==> src/rtl/seq_log_shifter.sv <==
// Multi-cycle logarithmic shifter: one shift-by-2^k mux stage per clock, valid/ready in and out.
// Optional rotate hardware is enabled by defining SEQ_LOG_SHIFTER_ROTATE_EN (op 11 otherwise acts as SLL).
module seq_log_shifter #(
    parameter int WIDTH = 32,
    parameter int SHW   = $clog2(WIDTH)
) (
    input  logic             clk,
    input  logic             rst_n,
    input  logic             in_valid,
    output logic             in_ready,
    input  logic [WIDTH-1:0] in_data,
    input  logic [SHW-1:0]   in_shamt,
    input  logic [1:0]       in_op,
    output logic             out_valid,
    input  logic             out_ready,
    output logic [WIDTH-1:0] out_data,
    output logic             busy
);

    typedef enum logic [1:0] {
        IDLE,
        SHIFT,
        DONE
    } state_t;

    localparam logic [SHW-1:0] K_LAST = SHW'(SHW - 1);

    state_t           state;
    state_t           state_next;
    logic [WIDTH-1:0] data_q;
    logic [SHW-1:0]   shamt_q;
    logic [1:0]       op_q;
    logic [SHW-1:0]   k;
    logic [SHW:0]     amt;
    logic [WIDTH-1:0] sll_v;
    logic [WIDTH-1:0] srl_v;
    logic [WIDTH-1:0] sra_v;
    logic [WIDTH-1:0] shifted;
    logic [WIDTH-1:0] stage_out;
    logic             accept;
    logic             last_stage;
`ifdef SEQ_LOG_SHIFTER_ROTATE_EN
    logic [2*WIDTH-1:0] dbl;
    logic [WIDTH-1:0]   rotl_v;
`endif

    assign in_ready   = (state == IDLE);
    assign out_valid  = (state == DONE);
    assign busy       = (state != IDLE);
    assign accept     = in_valid && in_ready;
    assign last_stage = (k == K_LAST);

    // Single mux row: the current stage shifts by 2^k only when shamt bit k is set.
    always_comb begin
        amt     = (SHW + 1)'(1) << k;
        sll_v   = data_q << amt;
        srl_v   = data_q >> amt;
        sra_v   = $signed(data_q) >>> amt;
`ifdef SEQ_LOG_SHIFTER_ROTATE_EN
        dbl     = {data_q, data_q} << amt;
        rotl_v  = dbl[2*WIDTH-1:WIDTH];
`endif
        shifted = sll_v;
        case (op_q)
            2'b00:   shifted = sll_v;
            2'b01:   shifted = srl_v;
            2'b10:   shifted = sra_v;
            default: begin
`ifdef SEQ_LOG_SHIFTER_ROTATE_EN
                shifted = rotl_v;
`else
                shifted = sll_v;
`endif
            end
        endcase
        stage_out = shamt_q[k] ? shifted : data_q;
    end

    always_ff @(posedge clk or negedge rst_n) begin
        if (!rst_n) begin
            state <= IDLE;
        end else begin
            state <= state_next;
        end
    end

    always_comb begin
        state_next = state;
        case (state)
            IDLE:    if (in_valid)   state_next = SHIFT;
            SHIFT:   if (last_stage) state_next = DONE;
            DONE:    if (out_ready)  state_next = IDLE;
            default: state_next = IDLE;
        endcase
    end

    // out_data is a separate register so the previous result survives the next capture.
    always_ff @(posedge clk or negedge rst_n) begin
        if (!rst_n) begin
            data_q   <= '0;
            shamt_q  <= '0;
            op_q     <= '0;
            k        <= '0;
            out_data <= '0;
        end else if (accept) begin
            data_q  <= in_data;
            shamt_q <= in_shamt;
            op_q    <= in_op;
            k       <= '0;
        end else if (state == SHIFT) begin
            data_q <= stage_out;
            k      <= k + SHW'(1);
            if (last_stage) begin
                out_data <= stage_out;
            end
        end
    end

endmodule

==> config.mk <==
export PLATFORM = sky130hd
export DESIGN_NAME = seq_log_shifter
export DESIGN_NICKNAME = d
export VERILOG_FILES = /design/src/rtl/seq_log_shifter.sv
export SDC_FILE = /design/constraint.sdc
export NUM_CORES = 1
export LEC_CHECK = 0
export ABC_AREA = 1
export ABC_CLOCK_PERIOD_IN_PS = 1900
export BUFFER_PORTS_ARGS = -buffer_cell sky130_fd_sc_hd__buf_4
export CORE_UTILIZATION = 45
export DETAILED_ROUTE_END_ITERATION = 10
export PLACE_DENSITY = 0.66
export SYNTH_ARGS = -nofsm -noshare
export SYNTH_HDL_FRONTEND = slang
export SYNTH_SLANG_ARGS = --single-unit
==> constraint.sdc <==
create_clock -name clk -period 1.9 [get_ports clk]
set_input_delay 0.19 -clock clk [delete_from_list [all_inputs] [get_ports clk]]
set_output_delay 0.19 -clock clk [all_outputs]
set_load 0.005 [all_outputs]
==> results.md <==
- Status: finished with violations
- Failing checks: setup timing
- Total GRT Usage: 0.443
- Synth async-reset ratio: 1.00
- Vias: 10435
- Synth top area share: 0.267
- Site row count: 46
- Largest net degree at the start of global routing: 44
- Root Driver: clkbuf_16
- Syn_area_per_cell: 5.86 sq um
- Final setup margin: -0.487 ns
- Clock skew: 0.00843 ns
- Post-DP HPWL: 26300 um
- First-pass GRT wire length: 55000 um
- Worst skew pair latency: 0.36 ns
- Reg-to-Reg End: data_q[17]$_DFFE_PN0P_
- Post-synthesis sequential area ratio: 0.267
- Worst reg2reg startpoint: k[0]$_DFFE_PN0P_
- Fraction of layout cells with a size suffix above 1: 0.428
- Final min period: 2.39 ns
- Hold Crit Class: input port to flop
- Core ar.: 15900 sq um
- WL/cell: 21.3 um
- Max-cap violations: 0
- CTS tree: built
- Setup crit start: k[0]$_DFFE_PN0P_
- Final Cycle Share: 1.26
- Cell Area, Synth: 7310 sq um
- Req. time, crit path: 2.21 ns
- DR DRC count: 0
- FF-to-FF setup slack: -0.49 ns
- Yosys reg bits: 78
- Area leader, netlist: dfrtp_1
- Grt ovf: 0
- Maximum clock rate: 0.419 GHz
- Top-count cell post-synth: nand2_1
- DIE WIDTH: 129 um
- Nature of the critical path endpoint: flop
- RSZ-0062 raised after global routing: yes
- Routability cong.: 1.01
- Clk slew on worst S/H paths: 0.07 ns
- Hold WS: 0.0223 ns
- Setup TNS: -24.11 ns
- CP Class: flop to flop
- Routing usage on met2: 0.669
- Worst-path maximum fanout: 28
- EDFF count, synth: 0
- Reg2reg path depth: 17
- Critical path endpoint: data_q[17]$_DFFE_PN0P_
- Die height: 129 um
- Vias per inst: 5.99
- Crit start category: flop
- I/O pin total: 78
- GR met1 Demand/Resource: 0.587
- Total Wirelength: 37100 um
- Final instance area: 11800 sq um
- Clock Sinks: 78
- IO Port Bufs: 77
- Peak-usage layer in the global routing report: met2
- Synth warnings: 0
- Crit path depth: 17
- Initial DRC count: 1543
- Cells along the critical path: nor2_4 > nand3_2 > buf_12 > buf_4 > nand2_2 > o21ai_2 > inv_2 > nand2_1 > nand2_2 > nor2_2 > buf_4 > buf_4 > nor3_1 > nor2_1 > nand2_1 > nand3_1 > nand2_1
- Synth-to-Final Area Change: 61.5%
- Drt pass-1 iters: 7
- Post-Place Setup Slack: -0.482 ns
- CTS max path bufs: 2
- Top delay family on crit path: simple AND/OR/NAND/NOR gates
- CP max stage delay: 0.43 ns
- Post-synth cell types: 40
- Synthesized instance count: 1246
- GR met3 Demand/Resource: 0.116
- Antenna Nets Post-Route: 0
- Inserted Clock Buffers: 9
- Top cells by area, synth: dfrtp_1, nand2_1, nand3_1
- CP max-delay cell: dfrtp_2
- Post-DP Area: 9780 sq um
- Top_reg_cell synth: dfrtp_1
- Mapped Nets: 1293
- Final setup violation count: 65
- Worst slew pin tran: 0.532 ns
- Post-synth top cells: nand2_1, nand3_1, inv_1, dfrtp_1, o21ai_0
- Slew headroom: 0.645
- Initial Util: 0.460
- Initial antenna violation count: 1
- Die ar.: 16700 sq um
- Fin nets: 1568
- Crit path buf inv count: 5
- Max-slew violations: 0
- H-tree Lvls: 3
- CP arrival: 2.69 ns
- Final Hold Fails: 0
- Vias in the first global route: 9646
-- worst min path at each step --
stage                                  end  slack (ns)        start  cells past startpoint
finish              shamt_q[3]$_DFFE_PN0P_        0.02  in_shamt[3]                      3
global route        shamt_q[3]$_DFFE_PN0P_        0.03  in_shamt[3]                      3
floorplan            data_q[0]$_DFFE_PN0P_       -0.11        rst_n                      0
CTS                 shamt_q[3]$_DFFE_PN0P_        0.02  in_shamt[3]                      3
detailed placement     op_q[1]$_DFFE_PN0P_        0.20        rst_n                      1
global placement       op_q[0]$_DFFE_PN0P_        0.19        rst_n                      1
-- routing by layer --
layer | routed length (um) | vias up
li1 | - | 4627
met1 | 14700 | 4916
met2 | 16300 | 704
met3 | 4160 | 186
met4 | 1960 | 2
met5 | 50 | -
-- layout make-up --
cell class	instances	area, sq um
clock inverter	7	73.8
sequential	78	1960
timing repair buffer	333	3080
fill	1311	4090
multi-input combinational	978	5720
clock buffer	9	225
antenna	1	2.50
tap	216	270
inverter	121	467
-- through the flow --
| stage | std cells | utilization |
|---|---|---|
| floorplan | 1246 | - |
| global placement | 1690 | 0.616 |
| detailed placement | 1690 | 0.616 |
| CTS | 1734 | 0.704 |
| global route | 1742 | 0.743 |
| finish | 1743 | 0.743 |
-- what timing repair did --
action / CTS / global route
pin swaps: 35 / 44
cloned: 6 / 3
endpoints found under the hold margin: 30 / 0
hold buffers: 2 / 0
buffers inserted: 20 / 8
setup endpoints to repair: 65 / 65
gates resized for setup: 201 / 143
-- tightest hold or removal path, cell delays in order --
cell and delay (ns):
buf_4 0.07, nand2_1 0.04, nand2_1 0.05
-- registers in the layout, indices dropped and copies added (netlist names) --
name,cells
data_q,32
out_data,32
k,5
shamt_q,5
op_q,2
state,2
-- cell usage in the layout, fill, tap and decap left out, types with 3 or more instances in the layout --
cell / synthesis / layout
nor2_2: 3 / 8
a31oi_1: 4 / 4
dfrtp_2: 0 / 4
buf_4: 6 / 265
o21ai_0: 52 / 44
nand3_2: 5 / 85
nor2_4: 5 / 6
dfrtp_1: 78 / 74
o21ai_1: 27 / 20
nand2_4: 2 / 18
o211ai_1: 10 / 10
nor2_1: 28 / 22
buf_6: 5 / 34
inv_1: 106 / 100
nand2_1: 499 / 382
a21oi_2: 0 / 12
nand4_1: 23 / 23
inv_2: 13 / 16
a21oi_1: 25 / 13
ha_1: 4 / 4
nor2_8: 4 / 4
o21ai_4: 1 / 5
nand2_2: 11 / 110
buf_12: 0 / 26
clkbuf_16: 0 / 11
buf_16: 0 / 3
inv_4: 1 / 3
o21ai_2: 1 / 12
nand3_4: 1 / 16
nand3_1: 258 / 163
-- kinds of logic after synthesis --
family          after synthesis  share of synthesized area
compound gates              133                      0.103
buf+inv                     190                      0.111
fa+ha+maj                     4                    0.00685
flops                        78                      0.267
simple gates                841                      0.512
Power is left out: the tool's default activity adds up to more than one toggle a clock period on the data nets, which glitch-free logic cannot reach.
